### config.mk
export PLATFORM = sky130hd
export DESIGN_NAME = pipe_stage_reg
export DESIGN_NICKNAME = d
export VERILOG_FILES = /design/src/rtl/pipe_pkg.sv /design/src/rtl/pipe_skid_buf.sv /design/src/rtl/pipe_stage_reg.sv
export SDC_FILE = /design/constraint.sdc
export NUM_CORES = 1
export LEC_CHECK = 0
export ABC_AREA = 1
export CAP_MARGIN = 25
export CORE_ASPECT_RATIO = 2
export CORE_MARGIN = 3
export CORE_UTILIZATION = 40
export CTS_CLUSTER_SIZE = 28
export DETAILED_ROUTE_END_ITERATION = 10
export PLACE_DENSITY_LB_ADDON = 0.1
export SYNTH_ARGS = -nofsm -noshare
export SYNTH_HDL_FRONTEND = slang
export SYNTH_SLANG_ARGS = --single-unit
### constraint.sdc
create_clock -name clk -period 1.3 [get_ports clk]
set_input_delay 0.26 -clock clk [delete_from_list [all_inputs] [get_ports clk]]
set_output_delay 0.26 -clock clk [all_outputs]
set_load 0.005 [all_outputs]
### src/rtl/pipe_pkg.sv
// Shared definitions for the CPU inter-stage registers: occupancy codes,
// the bubble control word and the standard ID/EX payload widths.
package pipe_pkg;

    typedef enum logic [1:0] {
        OCC_EMPTY = 2'd0,
        OCC_ONE   = 2'd1,
        OCC_TWO   = 2'd2
    } occ_e;

    // All-zero control word: no regwrite, no memwrite, no branch.
    localparam logic [255:0] NOP_CTRL = '0;

    localparam int ID_EX_CTRL_W = 16;
    localparam int ID_EX_DATA_W = 96;

    function automatic occ_e occ_encode(input logic main_v, input logic skid_v);
        if (main_v && skid_v) begin
            return OCC_TWO;
        end else if (main_v || skid_v) begin
            return OCC_ONE;
        end
        return OCC_EMPTY;
    endfunction

endpackage

### src/rtl/pipe_skid_buf.sv
// Two-entry storage (main + skid) for the pipeline stage register.
// Output is always the main entry; the skid entry only ever holds the younger beat.
module pipe_skid_buf #(
    parameter int W = 112
) (
    input  logic         clk,
    input  logic         rst_n,
    input  logic         push,
    input  logic         pop,
    input  logic         flush,
    input  logic [W-1:0] din,
    output logic         main_valid,
    output logic         skid_valid,
    output logic [W-1:0] main_q
);

    logic [W-1:0] skid_q;

    always_ff @(posedge clk or negedge rst_n) begin
        if (!rst_n) begin
            main_valid <= 1'b0;
            skid_valid <= 1'b0;
            main_q     <= '0;
            skid_q     <= '0;
        end else if (flush) begin
            main_valid <= 1'b0;
            skid_valid <= 1'b0;
        end else if (pop) begin
            if (skid_valid) begin
                // Skid refills main; a same-cycle arrival takes the skid slot.
                main_q     <= skid_q;
                skid_valid <= push;
                if (push) begin
                    skid_q <= din;
                end
            end else begin
                main_valid <= push;
                if (push) begin
                    main_q <= din;
                end
            end
        end else if (push) begin
            if (main_valid) begin
                skid_valid <= 1'b1;
                skid_q     <= din;
            end else begin
                main_valid <= 1'b1;
                main_q     <= din;
            end
        end
    end

endmodule

### src/rtl/pipe_stage_reg.sv
// Parametrised inter-stage register with valid/ready, hazard stall, branch flush,
// bubble masking of control bits and an optional two-entry skid buffer.
module pipe_stage_reg
    import pipe_pkg::*;
#(
    parameter int DATA_W = ID_EX_DATA_W,
    parameter int CTRL_W = ID_EX_CTRL_W,
    parameter int SKID   = 0,
    parameter int CNT_W  = 16
) (
    input  logic              clk,
    input  logic              rst_n,
    input  logic              in_valid,
    output logic              in_ready,
    input  logic [CTRL_W-1:0] in_ctrl,
    input  logic [DATA_W-1:0] in_data,
    input  logic              stall,
    input  logic              flush,
    output logic              out_valid,
    input  logic              out_ready,
    output logic [CTRL_W-1:0] out_ctrl,
    output logic [DATA_W-1:0] out_data,
    output logic [1:0]        occupancy,
    output logic [CNT_W-1:0]  bubble_cnt
);

    localparam int PW = CTRL_W + DATA_W;

    logic          main_valid;
    logic          skid_valid;
    logic [PW-1:0] main_q;
    logic          in_xfer;
    logic          out_xfer;
    logic          push;

    // Stall gates the output combinationally; flush only acts on the next edge.
    assign out_valid = main_valid & ~stall;
    assign out_xfer  = out_valid & out_ready;
    assign in_xfer   = in_valid & in_ready;
    assign push      = in_xfer & ~flush;

    generate
        if (SKID != 0) begin : g_skid
            pipe_skid_buf #(
                .W(PW)
            ) u_skid_buf (
                .clk       (clk),
                .rst_n     (rst_n),
                .push      (push),
                .pop       (out_xfer),
                .flush     (flush),
                .din       ({in_ctrl, in_data}),
                .main_valid(main_valid),
                .skid_valid(skid_valid),
                .main_q    (main_q)
            );
            // Registered state only: breaks the out_ready -> in_ready path.
            assign in_ready = ~stall & ~skid_valid;
        end else begin : g_single
            always_ff @(posedge clk or negedge rst_n) begin
                if (!rst_n) begin
                    main_valid <= 1'b0;
                    main_q     <= '0;
                end else if (flush) begin
                    main_valid <= 1'b0;
                end else if (push) begin
                    main_valid <= 1'b1;
                    main_q     <= {in_ctrl, in_data};
                end else if (out_xfer) begin
                    main_valid <= 1'b0;
                end
            end
            assign skid_valid = 1'b0;
            assign in_ready   = ~stall & (~main_valid | out_ready);
        end
    endgenerate

    assign out_ctrl  = out_valid ? main_q[PW-1:DATA_W] : NOP_CTRL[CTRL_W-1:0];
    assign out_data  = main_q[DATA_W-1:0];
    assign occupancy = occ_encode(main_valid, skid_valid);

    always_ff @(posedge clk or negedge rst_n) begin
        if (!rst_n) begin
            bubble_cnt <= '0;
        end else if (!out_valid && (bubble_cnt != {CNT_W{1'b1}})) begin
            bubble_cnt <= bubble_cnt + CNT_W'(1);
        end
    end

endmodule

# After elaboration in Yosys (flattened, before gate mapping)
# Cells that the tools add are included.
[word_totals]
regBits = 129
input_bits = 118
output_inout_bits = 132
[classes]
addsub = 1
n_eq_ne = 1
n_mux = 7
bitwise = 9
n_reduce_logical = 4
[op_table]
columns = ["operator", "n"]
rows = [
  ["$add A16 B1 Y16 const B", 1],
  ["$mux W16", 1],
  ["$ne A16 B16 Y1 const B", 1],
  ["$and A1 B1 Y1", 5],
  ["$mux W1", 4],
  ["$mux W2", 2],
  ["$not A1 Y1", 3],
  ["$reduce_bool A3 Y1", 1],
  ["$reduce_and A2 Y1", 1],
  ["$logic_and A1 B1 Y1", 1],
  ["$logic_not A1 Y1", 1],
  ["$or A1 B1 Y1", 1],
]

# Logic depth before layout (Yosys ltp)
# Gate-level depths: netlist of the first run.
[logic_depth]
depth_word = 7
depth_mapped = 9

# Worst setup path after synthesis of the first run
# OpenSTA, ideal clock, no wires.
[synth_timing]
path_type = "register to register"
from = "register bubble_cnt[0]"
to = "register bubble_cnt[2]"
t_arrival_ns = 1.332
path_slack_ns = -0.149
stages_incl_launch_ff = 10
path_buffers = 1
synth_period_minus_slack_ns = 1.449
path_cell_list = "dfrtp_1 ha_1 nand2_1 nor2_2 nand2_2 nor2_4 nor2_2 buf_6 nand2_1 o21ai_2"
[synth_via]
elab_chain_len = 2
[synth_lines]
columns = ["item", "line_no", "source"]
rows = [
  ["start, declared", "pipe_stage_reg.sv:24", "output logic [CNT_W-1:0] bubble_cnt"],
  ["start signal, assigned", "pipe_stage_reg.sv:86", "bubble_cnt <= bubble_cnt + CNT_W'(1);"],
  ["parallel branches: the longest is 2 deep, another holds $add A16 B1 Y16", "-", ""],
]
# Parallel ways; which one is timed is not known.
# A chain may end at the register's enable or synchronous reset.

# Worst setup path after layout of the first run
[layout_timing]
from = "input port stall"
to = "register main_q[75]"
[layout_via]
elab_chain_len = 5
[layout_lines]
columns = ["item", "line_no", "source"]
rows = [
  ["start, declared", "pipe_stage_reg.sv:17", "input logic stall,"],
  ["$not A1 Y1", "pipe_stage_reg.sv:74", "assign in_ready = ~stall & (~main_valid | out_ready);"],
  ["$and A1 B1 Y1", "pipe_stage_reg.sv:74", ""],
  ["$and A1 B1 Y1", "pipe_stage_reg.sv:39", "assign in_xfer = in_valid & in_ready;"],
  ["$and A1 B1 Y1", "pipe_stage_reg.sv:40", "assign push = in_xfer & ~flush;"],
  ["$reduce_and A2 Y1 (no line)", "-", ""],
  ["end signal, assigned", "pipe_stage_reg.sv:68", "main_q <= {in_ctrl, in_data};"],
  ["end, declared", "pipe_stage_reg.sv:31", "logic [PW-1:0] main_q;"],
]
# No other way between the ends.

==> results_dict.tcl, run 1 <==
set metrics [dict create \
    setup_tns_ns -32.20 \
    place_ws_ns -0.662 \
    grt_pass1_wl_mm 31.3 \
    drc_errors 0 \
    synthFlopType "dfrtp_1" \
    synthTopCellsByCount "152 x nand2_1, 134 x inv_1, 129 x dfrtp_1" \
    min_path_type "in -> async" \
    ys_seq_area_frac 0.498 \
    yosysWarnings 0 \
    synth_edf_count 0 \
    rsz0062_at_grt "true" \
    syn_nets 863 \
    clkTransAtPathRegs_ns 0.06 \
    reg2reg_from "main_valid" \
    boundaryPins 250 \
    period_share 1.25 \
    drive_above_1_share 0.500 \
    n_antenna_cell 0 \
    async_reset_ff_frac 1.00 \
    placementRows 65 \
    ir_drop_mv 1.04 \
    hold_viol_final 0 \
    seq_area_sq_um 3230 \
    internal-power_w 0.0108 \
    synth.most_common_cell "nand2_1" \
    finalWorstSetupSlack_ns -0.319 \
    ys_ff_latch 129 \
    cts.sinks 129 \
    critPathKind "in -> reg" \
    seq_power_share 0.348 \
    wl_per_cell_um 16.4 \
    grt_antenna_before_repair 0 \
    required_ns 1.60 \
    fp.coreArea_sq_um 15900 \
    fill_cells 1192 \
    routed_via_density 4.61 \
    yosys.area.top_type "dfrtp_1" \
    switching_share 0.289 \
    start_util 0.409 \
    place.gp.congestion 0.795 \
    drv_slew 0 \
    finalPower_w 0.0152 \
    violations "setup timing" \
    grt_pass1_vias 6225 \
    synth_top_area_share 0.498 \
    clock.fmax_mhz 618 \
    status "finished with violations" \
    drt_iter0_markers 153 \
    ant_nets 0 \
    startpoint "stall" \
    grt_max_degree 36 \
    start_kind "input port" \
    drt_wl_total_mm 20.9 \
    nets 1173 \
    grt_overflow 0 \
    die_y_um 186 \
    multi_input_area_sq_um 2600 \
    die_area_sq_um 17900 \
    power_frac_clock 0.323 \
    yosys.cell_types.count 25 \
    power_leakage_nw 5.76 \
    synth_area_sq_um 6480 \
    combPwrFrac 0.329 \
    drv_cap 0 \
    firstDrtPassIters 6 \
    fin_skew_ns 0.00739 \
    cts_tree "yes" \
    port_buffers 248 \
    cts_root_buffer "clkbuf_16" \
    switching_power_w 0.00438 \
    clock_path_buffers 2 \
    cts_made_buffers 17 \
    area_delta_synth_final_pct 73.2 \
    die_w_um 96 \
    min_period_ns 1.62 \
    grt.total_usage 0.233 \
    htreeDepth 4 \
    synth_area_leaders "dfrtp_1 50%, buf_4 11%, nand2_1 8.8%, inv_1 7.8%, o21ai_0 3.4%" \
    p_per_area_nw_per_um2 1350 \
    syn_area_per_cell_sq_um 8.71 \
    arrival_ns 1.92 \
    hpwlAfterDp_mm 13.3 \
    finalSetupViolCount 154 \
    path_max_fanout 7 \
    syn_inst 744 \
    end_kind "flip-flop" \
    num_vias 5846 \
    clock_latency_ns 0.41 \
]
## power groups by stage
stage / registers, W / clock network, W / logic (W)
after floorplan: 0.00521 / 0 / 0.00202
after CTS: 0.00525 / 0.00500 / 0.00455
after global routing: 0.00536 / 0.00516 / 0.00541
final: 0.00527 / 0.00489 / 0.00499
after global placement: 0.00526 / 0 / 0.00362
after detailed placement: 0.00529 / 0 / 0.00367
## metrics by stage
stage | cell area (sq um) | std cells | hold WS [ns] | util
2_1_floorplan | 6520 | 744 | -0.0356 | -
5_1_grt | 11200 | 1268 | 0.302 | 0.708
4_1_cts | 11000 | 1235 | 0.284 | 0.692
3_5_place_dp | 8860 | 1126 | 0.186 | 0.559
6_report | 11200 | 1268 | 0.297 | 0.708
3_3_place_gp | 8860 | 1126 | 0.190 | 0.559
## placed cells by master, fill, tap and decap left out, types with 4 or more instances in the layout
cell type	netlist	final
buf_8	0	10
nand2_4	0	42
clkdlybuf4s15_1	0	20
nand3_1	9	5
a21oi_2	17	17
clkdlybuf4s50_1	0	116
o21ai_1	38	47
buf_4	98	90
dfrtp_1	129	126
inv_4	0	4
clkbuf_16	0	18
clkinv_2	0	4
o21ai_0	44	4
nor2_2	16	15
nor2_1	35	13
inv_1	134	131
buf_12	0	18
nand4_1	5	5
buf_16	0	16
o21ai_2	23	54
clkbuf_2	0	53
buf_6	16	44
nor2_4	2	25
nand2_2	6	59
nand2_1	152	57
buf_2	2	44
## state kept, by name, indices dropped and copies added, names as in the netlist
name,cells
main_valid,1
bubble_cnt,16
main_q,112
## area by class of cell
type                            count  area share
Clock inverter                     10      0.0118
Tap cell                          201      0.0224
Multi-Input combinational cell    357       0.232
Clock buffer                       22      0.0423
Timing Repair Buffer              414       0.358
Inverter                          135      0.0460
Sequential cell                   129       0.288
## routing by layer
| metal | vias up | wire length (um) | part of all wire | GRT usage |
|---|---|---|---|---|
| li1 | 2788 | - | - | - |
| met1 | 2827 | 6870 | 0.33 | 0.226 |
| met2 | 196 | 12400 | 0.59 | 0.451 |
| met3 | 35 | 1010 | 0.048 | 0.0530 |
| met4 | 0 | 588 | 0.028 | 0.0998 |
| met5 | - | 0 | 0 | 0 |
## repair_timing
item                                   CTS  global route
gates cloned                            18             1
setup endpoints to repair              241           236
endpoints found under the hold margin   14             0
hold buffers                             1             0
pin swaps                               24            17
setup buffers                           62            38
resized for setup                      629           159
## critical path, cell delays in order
cell             delay, ns
clkdlybuf4s50_1       0.44
buf_4                 0.17
a21oi_2               0.12
buf_4                 0.14
nand3b_4              0.09
buf_12                0.14
buf_8                 0.12
buf_12                0.15
clkbuf_16             0.17
nand2_4               0.05
o21ai_2               0.04
## path summary, 6_finish.rpt
kind / to / slack, ns / cells past startpoint
min in group clk: main_q[37] / 0.39 / 3
setup reg to reg: main_q[75] / -0.32 / 9
setup / recovery: main_q[75] / -0.32 / 11
hold / removal: main_q[66] / 0.30 / 2
hold reg to reg: main_q[11] / 0.49 / 2
max in group asynchronous: main_q[100] / 0.50 / 3
## kinds of logic (layout without fill, tap and decap cells)
logic type	Yosys count	in the layout	share of synthesized area
fa+ha+maj	1	1	0.00193
buf+inv	259	581	0.226
xor+xnor	3	3	0.00406
other cells	1	1	0.000579
simple gates	229	230	0.152
compound gates	122	122	0.117
flops	129	129	0.498
Note: power is estimated with default switching activity, not from simulation.
==> run 2, diff against run 1 <==
--- a/config.mk
+++ b/config.mk
@@ -8,11 +8,12 @@
 export ABC_AREA = 1
 export CAP_MARGIN = 25
 export CORE_ASPECT_RATIO = 2
-export CORE_MARGIN = 3
+export CORE_MARGIN = 1
 export CORE_UTILIZATION = 40
 export CTS_CLUSTER_SIZE = 28
 export DETAILED_ROUTE_END_ITERATION = 10
 export PLACE_DENSITY_LB_ADDON = 0.1
+export SKIP_LAST_GASP = 1
 export SYNTH_ARGS = -nofsm -noshare
 export SYNTH_HDL_FRONTEND = slang
 export SYNTH_SLANG_ARGS = --single-unit
==> results_dict.tcl, run 2 (synthesis results as in run 1) <==
set metrics [dict create \
    grt.total_usage 0.214 \
    ant_nets 0 \
    required_ns 1.64 \
    combPwrFrac 0.294 \
    clock.fmax_mhz 614 \
    switching_share 0.277 \
    path_cells "buf_6 > a21oi_4 > buf_6 > nand3b_4 > buf_12 > buf_12 > clkbuf_16 > a21oi_2" \
    final_cells 1221 \
    cts_root_buffer "clkbuf_16" \
    path_max_fanout 8 \
    cp_slowest_cell "dfrtp_1" \
    grt_antenna_before_repair 2 \
    rsz0062_at_grt "true" \
    highest_layer "met4" \
    hpwlAfterDp_mm 12.1 \
    grt_max_degree 89 \
    boundaryPins 250 \
    violations "setup timing" \
    wl_per_cell_um 16.1 \
    start_util 0.411 \
    port_buffers 248 \
    firstDrtPassIters 4 \
    power_leakage_nw 5.32 \
    finalPower_w 0.0145 \
    period_share 1.25 \
    finalSetupViolCount 153 \
    met2_length_mm 11.0 \
    finalWorstSetupSlack_ns -0.328 \
    top_regs "main_q x112, bubble_cnt x16, main_valid x1" \
    die_y_um 182 \
    nets 1124 \
    hold_viol_final 0 \
    htreeDepth 4 \
    cts.sinks 129 \
    dpl.cell_count 1113 \
    drt_iter0_markers 129 \
    drc_errors 0 \
    die_w_um 92 \
    start_kind "flip-flop" \
    cts_made_buffers 17 \
    critPathKind "reg -> reg" \
    end_kind "flip-flop" \
    min_path_type "in -> async" \
    clock_path_buffers 2 \
    timing.critical_path.buf_inv 5 \
    clkTransAtPathRegs_ns 0.06 \
    drive_above_1_share 0.378 \
    min_period_ns 1.63 \
    grt_pass1_vias 5415 \
    p_per_area_nw_per_um2 1420 \
    num_vias 5646 \
    setup_tns_ns -39.22 \
    arrival_ns 1.97 \
    fp.coreArea_sq_um 15800 \
    regMostFlops "main_q" \
    status "finished with violations" \
    drv_cap 0 \
    wl_met3_um 876 \
    ir_drop_mv 0.965 \
    cpLargestDelayFamily "buffers and inverters" \
    drv_slew 0 \
    critical-path-max-stage-delay_ns 0.42 \
    seq_power_share 0.357 \
    clock_latency_ns 0.41 \
    grt_overflow 0 \
    switching_power_w 0.00403 \
    fin_skew_ns 0.00593 \
    drt_wl_total_mm 19.6 \
    drt-met1-wl_mm 6.92 \
    largest_reg_flops 112 \
    die_area_sq_um 16700 \
    routed_via_density 4.62 \
    place.gp.congestion 0.828 \
    power_frac_clock 0.349 \
    internal-power_w 0.0105 \
    place_ws_ns -0.622 \
    grt_pass1_wl_mm 27.2 \
    placementRows 65 \
    cts_tree "yes" \
    final_cell_mix "136 x nand2_1, 131 x inv_1, 126 x dfrtp_1" \
    holdWs_ns 0.213 \
    fill_cells 1333 \
    area_delta_synth_final_pct 57.3 \
    layout_commonest_cell "nand2_1" \
]
[run 2: cell types whose count changed in the layout (fill, tap and decap cells not counted), moves of 7 or more]
cell and change:
o21ai_2 -13, nand2_4 -39, o21ai_0 +21, buf_6 -7
buf_12 -11, buf_4 -21, o21ai_1 -8, clkbuf_16 +8
buf_16 -9, nand2_1 +79, buf_8 -9, nand2_2 -40
[run 2: routing by layer]
| metal | GRT usage | up-vias |
|---|---|---|
| met1 | 0.212 | 2713 |
| met3 | 0.0528 | 38 |
| met2 | 0.396 | 198 |
| met4 | 0.121 | 0 |
| li1 | - | 2697 |
| met5 | 0 | - |
[run 2: path summary, 6_finish.rpt]
path / to / start / cells past startpoint / slack, ns
max reg2reg: main_q[101] / main_valid / 8 / -0.33
max in group asynchronous: bubble_cnt[6] / rst_n / 3 / 0.45
max: main_q[101] / main_valid / 8 / -0.33
min: main_q[9] / rst_n / 2 / 0.21
min in group clk: main_q[59] / in_data[59] / 3 / 0.38
min reg2reg: main_q[50] / main_q[50] / 2 / 0.48
[run 2: cell type report]
| cell class | instances | area, sq um | share of cell area |
|---|---|---|---|
| well taps | 201 | 251 | 0.0247 |
| clock inverters | 9 | 154 | 0.0151 |
| flip-flops and latches | 129 | 3230 | 0.317 |
| repair buffers | 365 | 3410 | 0.334 |
| multi-input cells | 357 | 2160 | 0.211 |
| diodes | 2 | 5.00 | 0.000491 |
| inverters | 135 | 512 | 0.0502 |
| clock buffers | 23 | 478 | 0.0469 |
[run 2: power by group through the flow]
stage	registers [W]	clock network (W)	logic (W)
finish	0.00518	0.00507	0.00426
global route	0.00526	0.00537	0.00467
CTS	0.00518	0.00519	0.00399
detailed placement	0.00528	0	0.00371
global placement	0.00525	0	0.00363
floorplan	0.00521	0	0.00202
[run 2: repair_timing]
| item | in CTS | in global routing |
|---|---|---|
| gates resized for setup | 397 | 187 |
| buffers inserted | 41 | 26 |
| hold endpoints to repair | 101 | 0 |
| pin swaps | 12 | 29 |
| setup endpoints to repair | 260 | 227 |
| hold buffers | 1 | 0 |
| gates cloned | 7 | 11 |
[run 2: worst register-to-register path: cells and delay by family, from the launching register on]
family	cells	cell delay [ns]
flip-flops	1	0.42
AO/OA/AOI/OAI	2	0.27
buffers and inverters	5	0.76
AND/OR/NAND/NOR	1	0.11
[run 2: per-stage QoR]
| step | utilization | instance area, sq um |
|---|---|---|
| 3_5_place_dp | 0.551 | 8700 |
| 2_1_floorplan | - | 6520 |
| 3_3_place_gp | 0.551 | 8700 |
| 4_1_cts | 0.632 | 9970 |
| 5_1_grt | 0.646 | 10200 |
| 6_report | 0.646 | 10200 |
==> run 3, diff against run 2 <==
--- a/config.mk
+++ b/config.mk
@@ -6,6 +6,7 @@
 export NUM_CORES = 1
 export LEC_CHECK = 0
 export ABC_AREA = 1
+export ABC_CLOCK_PERIOD_IN_PS = 1300
 export CAP_MARGIN = 25
 export CORE_ASPECT_RATIO = 2
 export CORE_MARGIN = 1
==> results of run 3 <==
Same layout as run 2: the final DEF is identical, and so are final timing and power.
